===== src/rtl/seg_scan_display.sv =====
// Multiplexed hex 7-segment scanner: one shared segment bus, one-hot digit select,
// tear-free load (commit at frame wrap), leading-zero blanking and polarity options.
module seg_scan_display #(
    parameter int unsigned DIGITS         = 8,
    parameter int unsigned SCAN_CYCLES    = 100000,
    parameter bit          SEG_ACTIVE_LOW = 1'b0,
    parameter bit          SEL_ACTIVE_LOW = 1'b0
) (
    input  logic                  I_clk,
    input  logic                  I_rst_n,
    input  logic                  I_en,
    input  logic                  I_load,
    input  logic [4*DIGITS-1:0]   I_data,
    input  logic [DIGITS-1:0]     I_dp,
    input  logic                  I_lz,
    output logic [7:0]            O_led,
    output logic [DIGITS-1:0]     O_px,
    output logic                  O_frame,
    output logic                  O_pending
);

    localparam int unsigned CW = $clog2(SCAN_CYCLES);
    localparam int unsigned IW = $clog2(DIGITS);
    localparam logic [CW-1:0]     CNT_MAX = CW'(SCAN_CYCLES - 1);
    localparam logic [IW-1:0]     IDX_MAX = IW'(DIGITS - 1);
    localparam logic [7:0]        SEG_POL = SEG_ACTIVE_LOW ? 8'hFF : 8'h00;
    localparam logic [DIGITS-1:0] SEL_POL = SEL_ACTIVE_LOW ? {DIGITS{1'b1}} : '0;
    localparam logic [DIGITS-1:0] PX_RST  = {{(DIGITS-1){1'b0}}, 1'b1};

    logic [CW-1:0]       cnt_q, cnt_d;
    logic [IW-1:0]       idx_q, idx_d;
    logic                run_q, run_d;
    logic [4*DIGITS-1:0] disp_data_q, disp_data_d, pend_data_q, pend_data_d;
    logic [DIGITS-1:0]   disp_dp_q, disp_dp_d, pend_dp_q, pend_dp_d;
    logic                disp_lz_q, disp_lz_d, pend_lz_q, pend_lz_d;
    logic                pend_q, pend_d;
    logic [7:0]          led_d;
    logic [DIGITS-1:0]   px_d;
    logic                wrap, commit, bypass, nz;
    logic [DIGITS-1:0]   blank;
    logic [6:0]          seg;
    int unsigned         k;

    function automatic logic [6:0] glyph(input logic [3:0] n);
        case (n)
            4'h0: glyph = 7'b1111110;
            4'h1: glyph = 7'b0110000;
            4'h2: glyph = 7'b1101101;
            4'h3: glyph = 7'b1111001;
            4'h4: glyph = 7'b0110011;
            4'h5: glyph = 7'b1011011;
            4'h6: glyph = 7'b1011111;
            4'h7: glyph = 7'b1110000;
            4'h8: glyph = 7'b1111111;
            4'h9: glyph = 7'b1111011;
            4'hA: glyph = 7'b1110111;
            4'hB: glyph = 7'b0011111;
            4'hC: glyph = 7'b1001110;
            4'hD: glyph = 7'b0111101;
            4'hE: glyph = 7'b1001111;
            default: glyph = 7'b1000111;
        endcase
    endfunction

    always_comb begin
        run_d  = I_en;
        cnt_d  = cnt_q;
        idx_d  = idx_q;
        wrap   = 1'b0;
        commit = 1'b0;
        bypass = 1'b0;
        // run_q low marks the first enabled edge: it re-selects digit 0 so the
        // dwell starts from that edge, and it acts as a commit point like a wrap.
        if (!I_en) begin
            cnt_d  = '0;
            idx_d  = '0;
            commit = 1'b1;
        end else if (!run_q) begin
            cnt_d  = '0;
            idx_d  = '0;
            commit = 1'b1;
            bypass = 1'b1;
        end else if (cnt_q == CNT_MAX) begin
            cnt_d = '0;
            if (idx_q == IDX_MAX) begin
                idx_d  = '0;
                wrap   = 1'b1;
                commit = 1'b1;
                bypass = 1'b1;
            end else begin
                idx_d = idx_q + 1'b1;
            end
        end else begin
            cnt_d = cnt_q + 1'b1;
        end

        disp_data_d = disp_data_q;
        disp_dp_d   = disp_dp_q;
        disp_lz_d   = disp_lz_q;
        pend_data_d = pend_data_q;
        pend_dp_d   = pend_dp_q;
        pend_lz_d   = pend_lz_q;
        pend_d      = pend_q;
        if (commit && pend_q) begin
            disp_data_d = pend_data_q;
            disp_dp_d   = pend_dp_q;
            disp_lz_d   = pend_lz_q;
            pend_d      = 1'b0;
        end
        if (I_load) begin
            if (bypass) begin
                disp_data_d = I_data;
                disp_dp_d   = I_dp;
                disp_lz_d   = I_lz;
                pend_d      = 1'b0;
            end else begin
                pend_data_d = I_data;
                pend_dp_d   = I_dp;
                pend_lz_d   = I_lz;
                pend_d      = 1'b1;
            end
        end

        nz    = 1'b0;
        blank = '0;
        k     = 0;
        for (int unsigned j = 0; j < DIGITS; j++) begin
            k        = DIGITS - 1 - j;
            nz       = nz | (disp_data_d[4*k +: 4] != 4'h0);
            blank[k] = !nz && (k != 0);
        end

        seg = glyph(disp_data_d[{idx_d, 2'b00} +: 4]);
        if (disp_lz_d && blank[idx_d])
            seg = '0;

        led_d = '0;
        px_d  = '0;
        if (I_en) begin
            led_d = {disp_dp_d[idx_d], seg};
            for (int unsigned j = 0; j < DIGITS; j++)
                px_d[j] = (idx_d == IW'(j));
        end
    end

    always_ff @(posedge I_clk or negedge I_rst_n) begin
        if (!I_rst_n) begin
            cnt_q       <= '0;
            idx_q       <= '0;
            run_q       <= 1'b1;
            disp_data_q <= '0;
            disp_dp_q   <= '0;
            disp_lz_q   <= 1'b0;
            pend_data_q <= '0;
            pend_dp_q   <= '0;
            pend_lz_q   <= 1'b0;
            pend_q      <= 1'b0;
            O_led       <= 8'h7E ^ SEG_POL;
            O_px        <= PX_RST ^ SEL_POL;
            O_frame     <= 1'b0;
            O_pending   <= 1'b0;
        end else begin
            cnt_q       <= cnt_d;
            idx_q       <= idx_d;
            run_q       <= run_d;
            disp_data_q <= disp_data_d;
            disp_dp_q   <= disp_dp_d;
            disp_lz_q   <= disp_lz_d;
            pend_data_q <= pend_data_d;
            pend_dp_q   <= pend_dp_d;
            pend_lz_q   <= pend_lz_d;
            pend_q      <= pend_d;
            O_led       <= led_d ^ SEG_POL;
            O_px        <= px_d ^ SEL_POL;
            O_frame     <= wrap;
            O_pending   <= pend_d;
        end
    end

endmodule


===== config.mk =====
export PLATFORM = sky130hd
export DESIGN_NAME = seg_scan_display
export DESIGN_NICKNAME = d
export VERILOG_FILES = /design/src/rtl/seg_scan_display.sv
export SDC_FILE = /design/constraint.sdc
export NUM_CORES = 1
export LEC_CHECK = 0
export ABC_AREA = 0
export CORE_MARGIN = 4
export CORE_UTILIZATION = 42
export DETAILED_ROUTE_END_ITERATION = 8
export GPL_TIMING_DRIVEN = 1
export PLACE_DENSITY = 0.69
export SYNTH_ARGS = -nofsm -noshare
export SYNTH_HDL_FRONTEND = slang
export SYNTH_SLANG_ARGS = --single-unit

===== constraint.sdc =====
create_clock -name I_clk -period 10.65 [get_ports I_clk]
set_input_delay 2.13 -clock I_clk [delete_from_list [all_inputs] [get_ports I_clk]]
set_output_delay 2.13 -clock I_clk [all_outputs]
set_load 0.01 [all_outputs]

### After elaboration in Yosys (flattened, before gate mapping)

Memories as Yosys holds them, arrays and structs flattened.
Cells that the tools add are included.

* ROM bits: 112
* output and inout port bits: 18
* input bits: 45
* register bits: 121
* word-level logic and storage cells: 86
* memories: 1

* bitwise gates (word level): 7
* equal/unequal tests: 9
* magnitude comparators: 1
* reductions and logical operators: 19
* $add $sub $neg: 2
* muxes and demuxes: 33
* shift operators: 1

Memory list
* (name not given): words 16, bits a word 7, read ports 1, clocked after memory_dff 0, wr ports 0, RTL line 45 `case (n)`

Operators with widths (count)
* 2-to-1 mux 32 bit: 3
* 2-to-1 mux 17 bit: 3
* 2-to-1 mux 8 bit: 5
* variable part select 32 x 6 -> 4 bit: 1
* nonzero test 4 bit: 7
* adder 17 x 1 -> 17 bit, second input constant: 1
* == test 17 bit, second input constant: 1
* == test 3 bit, second input constant: 5
* 2-to-1 mux 1 bit: 15
* 2-to-1 mux 3 bit: 4
* logical NOT 1 bit: 7
* 2-to-1 mux 7 bit: 1
* binary-select mux 1 bit (select 3 bit): 2
* == test 3 x 2 -> 1 bit, second input constant: 2
* OR 1 bit: 6
* < comparator 3 x 4 -> 1 bit, second input constant: 1
* adder 3 x 1 -> 3 bit, second input constant: 1
* == test 3 x 1 -> 1 bit, second input constant: 1
* logical NOT 3 bit: 1
* logical AND 1 bit: 2
* AND reduction 2 bit: 1
* nonzero test 2 bit: 1
* NOT 1 bit: 1

### Depth between registers and ports, before layout

Gate-level depths: netlist of run 1.

* depth after elaboration: 22
* depth in mapped cells: 16
* gate-level depth less buffers: 14

### Worst setup path after synthesis of run 1

No wires, ideal clock.

* path type: input -> register
* from: input port I_en
* to: register O_led[3]
* arrival time: 4.759 ns
* buffers on the path: 3
* slack: 5.797 ns
* stages on the path: 13
* cells stage by stage: buf_2 inv_1 nor3b_1 a21oi_4 buf_4 buf_4 a211oi_1 a2111oi_2 nor4_2 inv_1 ha_1 nor4_1 a2111oi_2

* cells in the longest elaborated chain, start to end: 18
* elaborated cells between the ends (all ways): 37
* those cells by class: 1 x shift; 13 x mux; 6 x bitwise; 16 x reduce/logical; 1 x memory

RTL lines
* start, declared: RTL line 11 `input logic I_en,`
* 2-to-1 mux 1 bit: RTL line 74 `if (!I_en) begin`
* logical AND 1 bit: RTL line 104 `if (commit && pend_q) begin`
* 2-to-1 mux 32 bit: RTL line 104
* 2-to-1 mux 32 bit: RTL line 111 `if (bypass) begin`
* 2-to-1 mux 32 bit: RTL line 110 `if (I_load) begin`
* nonzero test 4 bit: RTL line 129 `nz = nz | (disp_data_d[4*k +: 4] != 4'h0);`
* OR 1 bit (6 in series): RTL line 129
* logical NOT 1 bit: RTL line 130 `blank[k] = !nz && (k != 0);`
* binary-select mux 1 bit (select 3 bit): RTL line 134 `if (disp_lz_d && blank[idx_d])`
* 2-to-1 mux 1 bit (implied by the code): RTL line 134
* logical AND 1 bit: RTL line 134
* 2-to-1 mux 7 bit: RTL line 134
* 2-to-1 mux 8 bit *: RTL line 139 `if (I_en) begin`
* named net led_d[3]: RTL line 37 `logic [7:0] led_d;`
* end signal, assigned: RTL line 158 `O_led <= 8'h7E ^ SEG_POL;`
* end signal, assigned: RTL line 173 `O_led <= led_d ^ SEG_POL;`
* end, declared: RTL line 16 `output logic [7:0] O_led,`

Mark *: on every way through the listed nets, which the timed path passes. The rest lies on a longest branch. The select of a mux whose other input is x is not followed.
A chain may end at the register's enable or synchronous reset.

### Worst setup path in the final report of run 1

Same ends and word-level chain as after synthesis.

==> run_results.csv, run 1 <==
group,metric,value,unit
routing,drc,0,
routing,wl,15900,um
sta,finalSetupTns,0,ns
sta,finClkSkew,0.00701,ns
finish,n_antenna_cell,0,
clock_network,clock_path_buffers,2,
synth,syn_inst,596,
setup_path,critPathTopFamily,"compound AO/OA/AOI/OAI gates",
outcome,status,"finished clean",
clock_network,post_cts_resized,0,
global_route,grt_max_degree,82,
floorplanning,core_area,14600,um2
power,vdd_ir_drop_max,0.123,mV
floorplanning,dieArea,16900,um2
global_route,grt_pass1_wl,26100,um
floorplanning,chipHeight,130,um
setup_path,cp_slowest_stage_delay,0.91,ns
finish,area_growth,21.2,%
setup_path,crit_fanout,39,
synth,synth_cell_types,72,
synth,synth_warnings,0,
global_route,grt-ovfl-total,0,
global_route,track_usage,0.200,
routing,vias,4920,
place,pre_cts_slack,3.72,ns
setup_path,critPathSlowestCell,"a21oi_4",
clock_network,worst_setup_hold_path_clk_slew,0.05,ns
finish,fin_nets,698,
setup_path,path_cells,"clkdlybuf4s50_1, nand2_1, and2_1, a21oi_4, mux2i_1, a211oi_1, a211oi_1, nor4_2, inv_1, ha_1, o21ai_0, a21oi_1, a2111oi_2",
finish,fin_util,0.520,
routing,drtPass1Iterations,6,
sta,maxSlewHeadroom,0.189,
setup_path,crit_required,10.96,ns
floorplanning,die_w,130,um
synth,synth_nets,649,
power,p_leak,3.19,nW
setup_path,critPathMostFrequentCell,"a211oi_1",
sta,rsz0062_at_grt,"false",
sta,fmax,0.152,GHz
synth,ys.flop_type,"dfrtp_1",
synth,synth_area,6260,um2
synth,synth_seq_cells,121,
setup_path,rrSetupSlack,6.03,ns
place,port_buffers,62,
run,cap_violations,0,
synth,seq_area_frac_synth,0.486,
setup_path,setup.worst_path.end_class,"register",
clock_network,numCtsBuffers,17,
floorplanning,io_pins,63,
sta,layout_min_cycle_time,6.58,ns
setup_path,critPathArrivalTime,6.88,ns
floorplanning,rows,44,
routing,wl_per_cell,18.9,um
sta,timing.final.crit_share,0.617,
sta,whs,0.508,ns
finish,layout-drive-gt1-share,0.179,
clock_network,post_cts_buffers,0,
power,pwr_density_cell,189,nW/um2
sta,setup_viol,0,
clock_network,cts_hold_buf,0,
setup_path,worst-setup-path-type,"input pin to register",
global_route,antenna_found_initial,0,
floorplanning,start_util,0.429,
place,gp_congestion,0.843,
routing,drt_iter0_markers,518,
sta,slew_violations,0,
clock_network,insertion_delay,0.42,ns
setup_path,critPathLaunchType,"input pin",
synth,ys_async_sr_fraction,1.00,
clock_network,cts_sinks,121,
synth,synth-edff-count,0,
setup_path,worst-path-buf-inv,2,
hold_path,min_path_type,"register to register",
place,dp_hpwl,10700,um
global_route,grt_pass1_vias,5058,
clock_network,cts_max_level,4,
clock_network,root_buffer,"clkbuf_16",
power,power,0.00143,W
sta,worst_slack,4.07,ns
clock_network,tritoncts,"built",
sta,worst_pin_slew,1.21,ns
routing,viasPerCell,5.84,
sta,hold_violations,0,
synth,syn_avg_cell_area,10.5,um2
routing,ant_nets,0,
## per-stage QoR
stage / instances / instance area (um2)
after detailed placement: 810 / 6930
final: 842 / 7590
after floorplan: 596 / 6260
after CTS: 842 / 7590
after global placement: 810 / 6930
after global routing: 842 / 7590
## registers in the layout (all words and copies together), names as in the netlist
name         count
O_frame          1
idx_q            3
pend_dp_q        8
disp_dp_q        8
pend_data_q     32
O_led            8
cnt_q           17
O_px             8
pend_lz_q        1
run_q            1
disp_data_q     32
disp_lz_q        1
pend_q           1
## Yosys cell counts (4+ instances only)
library cell	n	area share
buf_2	7	0.0056
nor2_1	72	0.043
nand2b_1	4	0.0040
a21oi_1	17	0.014
buf_4	6	0.0072
mux2i_1	20	0.032
ha_1	8	0.016
o21ai_0	12	0.0096
dfstp_2	8	0.034
nor3_1	7	0.0056
nand3_1	14	0.011
a211oi_1	19	0.023
and2_1	4	0.0040
buf_6	7	0.013
a31oi_1	21	0.021
mux2_2	45	0.081
dfrtp_1	113	0.45
nand2_1	71	0.043
xor2_1	9	0.013
o41ai_1	4	0.0056
clkbuf_1	12	0.0072
and3_1	9	0.0090
inv_1	13	0.0078
xnor2_1	5	0.0070
nor4_1	12	0.012
nand4_1	7	0.0070
## kinds of logic after synthesis
group / share of synthesized area
buf+inv: 0.0438
simple gates: 0.174
compound gates: 0.145
fa+ha+maj: 0.0160
xor+xnor: 0.0196
mux: 0.117
flops: 0.486
## area by class of cell
| type | instances | area [um2] |
|---|---|---|
| fill | 1306 | 7000 |
| timing repair buffer | 65 | 641 |
| sequential | 121 | 3040 |
| tap | 184 | 230 |
| clock buffer | 20 | 457 |
| inverter | 15 | 58.8 |
| clock inverter | 12 | 198 |
| multi-input combinational | 425 | 2960 |
## where the power goes
part	leakage (nW)	total (W)	switching [W]	internal [W]
combinational	1.42	0.000231	0.000122	0.000109
sequential	1.47	0.000566	0.0000365	0.000530
clock	0.304	0.000633	0.000208	0.000426
## placed cells by master, fill, tap and decap left out, types with 8 or more instances in the layout
master | synthesis | layout
nand2_1 | 71 | 71
ha_1 | 8 | 8
a21oi_1 | 17 | 17
nor4_1 | 12 | 12
nand3_1 | 14 | 14
a31oi_1 | 21 | 21
a211oi_1 | 19 | 19
mux2i_1 | 20 | 20
dfstp_2 | 8 | 8
nor2_1 | 72 | 72
o21ai_0 | 12 | 12
xor2_1 | 9 | 9
clkdlybuf4s50_1 | 0 | 61
clkbuf_16 | 0 | 17
inv_1 | 13 | 13
and3_1 | 9 | 9
mux2_2 | 45 | 45
dfrtp_1 | 113 | 113
## routing by layer
| metal | share of wire | global-route usage | wire length, um | vias up |
|---|---|---|---|---|
| met5 | 0 | 0 | 0 | - |
| met4 | 0.020 | 0.0740 | 313 | 0 |
| met3 | 0.061 | 0.0540 | 979 | 23 |
| met2 | 0.47 | 0.307 | 7510 | 161 |
| met1 | 0.45 | 0.271 | 7130 | 2466 |
| li1 | - | - | - | 2270 |
## path summary, 6_finish.rpt
kind                                  endpoint  cells past startpoint     start
worst min-delay path                  cnt_q[0]                      1  cnt_q[0]
min in group asynchronous             cnt_q[7]                      1   I_rst_n
worst max register to register        O_led[3]                     14  cnt_q[0]
max in group asynchronous       disp_data_q[1]                      2   I_rst_n
worst max-delay path                  O_led[3]                     13      I_en
worst min register to register        cnt_q[0]                      1  cnt_q[0]
(Power assumes the default switching activity.)
==> run 2: changes to the inputs <==
- clock period: 10.65 -> 6.8 ns (I/O delays scaled with it)
==> run 2 against run 1 <==
  * Worst setup slack worse by 2.8 ns
  * Largest cell class unchanged
  * Sequential share of layout area is 0.079 points lower
  * Critical path type unchanged
  * Sequential power is 57% higher
==> run_results.csv, run 2 (synthesis gave the netlist of run 1 again) <==
group,metric,value,unit
clock_network,insertion_delay,0.43,ns
clock_network,post_cts_resized,0,
power,vdd_ir_drop_max,0.141,mV
setup_path,critPathLaunchType,"input pin",
setup_path,path_cells,"clkdlybuf4s50_1, nand2_1, and2_1, a21oi_4, buf_4, nand2_1, a31oi_2, a2111oi_0, nor4_2, inv_1, ha_1, inv_1, nor2_1, a2111oi_2",
global_route,grt_pass1_vias,5022,
clock_network,root_buffer,"clkbuf_16",
clock_network,clock_path_buffers,2,
sta,setup_viol,0,
finish,fill_cells,1254,
outcome,status,"finished clean",
routing,wl,15700,um
sta,finClkSkew,0.00751,ns
finish,layout_commonest_cell,"dfrtp_1",
clock_network,cts_sinks,121,
setup_path,critPathSlowestCell,"clkdlybuf4s50_1",
place,dp_hpwl,10700,um
global_route,grt-ovfl-total,0,
setup_path,crit_fanout,21,
hold_path,min_path_type,"register to register",
global_route,grt_pass1_wl,25900,um
routing,wl_per_cell,18.6,um
floorplanning,start_util,0.429,
floorplanning,chipHeight,130,um
clock_network,tritoncts,"built",
place,gp_congestion,0.893,
routing,viasPerCell,5.87,
finish,layout-drive-gt1-share,0.180,
sta,maxSlewHeadroom,0.463,
sta,hold_violations,0,
setup_path,crit_required,7.11,ns
setup_path,critPathTopFamily,"simple AND/OR/NAND/NOR gates",
place,port_buffers,62,
setup_path,worst-path-buf-inv,4,
floorplanning,core_area,14600,um2
floorplanning,dieArea,16900,um2
clock_network,cts_hold_buf,0,
power,p_leak,3.22,nW
sta,finalSetupTns,0,ns
routing,drt_iter0_markers,462,
sta,rsz0062_at_grt,"false",
setup_path,setup.worst_path.end_class,"register",
global_route,grt_max_degree,82,
place,pre_cts_slack,0.924,ns
sta,fmax,0.181,GHz
sta,slew_violations,0,
sta,worst_slack,1.28,ns
finish,layout_common_cells,"dfrtp_1, nor2_1, nand2_1",
floorplanning,die_w,130,um
setup_path,critPathArrivalTime,5.83,ns
floorplanning,io_pins,63,
routing,ant_nets,0,
clock_network,numCtsBuffers,17,
power,pwr_density_cell,291,nW/um2
finish,fin_nets,701,
sta,layout_min_cycle_time,5.52,ns
finish,top_regs,"disp_data_q x32, pend_data_q x32, cnt_q x17",
clock_network,cts_max_level,4,
setup_path,cp_slowest_stage_delay,0.77,ns
floorplanning,rows,44,
sta,timing.final.crit_share,0.811,
clock_network,worst_setup_hold_path_clk_slew,0.05,ns
routing,drtPass1Iterations,6,
sta,worst_pin_slew,0.805,ns
global_route,antenna_found_initial,0,
setup_path,worst-setup-path-type,"input pin to register",
routing,vias,4963,
global_route,track_usage,0.196,
finish,area_growth,21.5,%
routing,drc,0,
run,cap_violations,0,
clock_network,post_cts_buffers,0,
finish,n_antenna_cell,0,
run 2: power by group:
part           switching [W]  total, W  leakage, nW  internal, W
combinational       0.000189  0.000361         1.44     0.000172
sequential         0.0000566  0.000886         1.47     0.000830
clock               0.000318  0.000968        0.310     0.000649
run 2: final timing paths:
check	startpoint	to	slack, ns	depth (start not counted)
max	I_en	O_led[3]	1.28	14
min	cnt_q[0]	cnt_q[0]	0.51	1
max reg2reg	cnt_q[0]	O_led[3]	2.39	14
min reg2reg	cnt_q[0]	cnt_q[0]	0.51	1
max in group asynchronous	I_rst_n	disp_data_q[19]	4.54	2
min in group asynchronous	I_rst_n	cnt_q[5]	1.00	1
run 2: layout make-up:
| class | instances | area, um2 | area share |
|---|---|---|---|
| well taps | 184 | 230 | 0.0303 |
| multi-input cells | 425 | 2960 | 0.390 |
| clock buffers | 24 | 492 | 0.0647 |
| clock inverters | 8 | 143 | 0.0188 |
| flip-flops and latches | 121 | 3040 | 0.400 |
| repair buffers | 68 | 676 | 0.0889 |
| inverters | 15 | 58.8 | 0.00774 |
run 2: through the flow:
| stage | cell area, um2 | utilization | power, W | hold WS, ns | cells |
|---|---|---|---|---|---|
| after floorplan | 6260 | - | 0.00112 | 0.455 | 596 |
| after global placement | 6970 | 0.478 | 0.00124 | 0.476 | 813 |
| after detailed placement | 6970 | 0.478 | 0.00126 | 0.496 | 813 |
| after CTS | 7600 | 0.521 | 0.00223 | 0.507 | 845 |
| after global routing | 7600 | 0.521 | 0.00230 | 0.524 | 845 |
| final | 7600 | 0.521 | 0.00222 | 0.505 | 845 |
run 2: layer usage:
metal	routed length, um	GRT usage
met4	328	0.0892
met3	1010	0.0512
met2	7250	0.295
met1	7100	0.267
met5	0	0
==> run 3: changes to the inputs <==
- PLACE_DENSITY: 0.69 -> 0.71
- clock period: 6.8 -> 4.7 ns (I/O delays scaled with it)
==> run 3 against run 2 <==
  * Die area stayed put
  * Highest routed layer unchanged
  * Cell area is 0.81% higher
  * Flip-flop and latch count stayed put
  * Critical endpoint unchanged
  * Clock power is 30% higher
  * Cell count is 1.5% higher
==> run_results.csv, run 3 (synthesis gave the netlist of run 1 again) <==
group,metric,value,unit
outcome,status,"finished clean",
sta,fmax,0.227,GHz
place,dp_hpwl,11500,um
clock_network,numCtsBuffers,17,
finish,top_regs,"disp_data_q x32, pend_data_q x32, cnt_q x17",
floorplanning,core_area,14600,um2
place,port_buffers,62,
sta,hold_violations,0,
finish,layout_commonest_cell,"dfrtp_1",
clock_network,post_cts_buffers,0,
clock_network,cts_sinks,121,
global_route,grt_pass1_wl,26400,um
run,cap_violations,0,
sta,layout_min_cycle_time,4.40,ns
global_route,grt_pass1_vias,5096,
global_route,grt-ovfl-total,0,
routing,vias,5010,
floorplanning,start_util,0.429,
power,p_leak,3.27,nW
clock_network,post_cts_resized,0,
global_route,grt_max_degree,53,
floorplanning,chipHeight,130,um
clock_network,cts_max_level,4,
power,vdd_ir_drop_max,0.251,mV
routing,drc,0,
sta,setup_viol,0,
floorplanning,dieArea,16900,um2
finish,area_growth,22.5,%
clock_network,tritoncts,"built",
clock_network,root_buffer,"clkbuf_16",
setup_path,worst-setup-path-type,"register to register",
routing,wl,15900,um
setup_path,critPathArrivalTime,4.72,ns
sta,worst_pin_slew,0.655,ns
hold_path,min_path_type,"register to register",
routing,ant_nets,0,
clock_network,cts_hold_buf,0,
routing,drtPass1Iterations,5,
sta,slew_violations,0,
global_route,antenna_found_initial,0,
setup_path,crit_fanout,16,
setup_path,crit_required,5.02,ns
global_route,track_usage,0.200,
sta,finClkSkew,0.0124,ns
routing,drt_iter0_markers,475,
routing,wl_per_cell,18.5,um
clock_network,insertion_delay,0.42,ns
power,pwr_density_cell,403,nW/um2
setup_path,critPathLaunchType,"register",
clock_network,clock_path_buffers,2,
finish,instances_no_fill,858,
place,dp.cells,828,
sta,rsz0062_at_grt,"false",
floorplanning,rows,44,
clock_network,worst_setup_hold_path_clk_slew,0.06,ns
place,gp_congestion,0.901,
setup_path,setup.worst_path.end_class,"register",
finish,layout_common_cells,"dfrtp_1, nor2_1, nand2_1",
finish,n_antenna_cell,0,
floorplanning,die_w,130,um
sta,timing.final.crit_share,0.936,
sta,maxSlewHeadroom,0.563,
routing,viasPerCell,5.84,
finish,layout-drive-gt1-share,0.197,
sta,finalSetupTns,0,ns
finish,fin_nets,716,
floorplanning,io_pins,63,
power,power,0.00308,W
==> run 3: cell count changes in the layout (fill, tap and decap cells not counted), sizes merged <==
cell    delta
bufinv     -2
buf       +15
clkinv     +2
clkbuf     -2
==> run 3: area by class of cell <==
| cell class | count | area (um2) |
|---|---|---|
| Fill cell | 1292 | 6930 |
| Sequential cell | 121 | 3040 |
| Multi-Input combinational cell | 425 | 2960 |
| Timing Repair Buffer | 83 | 801 |
| Clock buffer | 22 | 474 |
| Tap cell | 184 | 230 |
| Clock inverter | 8 | 96.3 |
| Inverter | 15 | 58.8 |
==> run 3: final timing paths <==
| check | slack (ns) | cells past startpoint | startpoint | to |
|---|---|---|---|---|
| setup / recovery | 0.30 | 14 | cnt_q[0] | O_led[3] |
| hold / removal | 0.49 | 1 | cnt_q[0] | cnt_q[0] |
| setup reg to reg | 0.30 | 14 | cnt_q[0] | O_led[3] |
| hold reg to reg | 0.49 | 1 | cnt_q[0] | cnt_q[0] |
| max in group asynchronous | 3.20 | 2 | I_rst_n | pend_data_q[29] |
| min in group asynchronous | 0.55 | 1 | I_rst_n | O_led[0] |
==> run 3: critical path, cell delays in order, from the launching register on <==
cell and delay, ns:
dfrtp_1 0.38, ha_1 0.22, and4_4 0.34, nand4_2 0.29, mux2i_1 0.31, nand2b_1 0.51
inv_4 0.20, a211oi_1 0.35, a211oi_1 0.10, nor4_2 0.57, inv_1 0.20, ha_1 0.28
inv_1 0.09, nor2_1 0.07, a2111oi_2 0.37
==> run 3: layer usage <==
layer | routed length [um] | track usage | vias up | part of all wire
li1 | - | - | 2307 | -
met1 | 6900 | 0.265 | 2486 | 0.43
met2 | 7580 | 0.312 | 182 | 0.48
met3 | 956 | 0.0491 | 35 | 0.060
met4 | 457 | 0.0899 | 0 | 0.029
met5 | 0 | 0 | - | 0
==> run 3: report_power, final <==
part / switching [W] / internal, W
clock network: 0.000449 / 0.000812
logic: 0.000279 / 0.000262
registers: 0.0000827 / 0.00120
total: 0.000810 / 0.00227
==> run 3: stage by stage <==
stage	instance area [um2]	hold WS, ns	utilization	worst slack, ns
6_report	7660	0.492	0.525	0.300
5_1_grt	7660	0.509	0.525	0.144
4_1_cts	7660	0.492	0.525	0.423
3_5_place_dp	7090	0.484	0.486	0.130
3_3_place_gp	7090	0.471	0.486	0.288
2_1_floorplan	6260	0.455	-	1.04
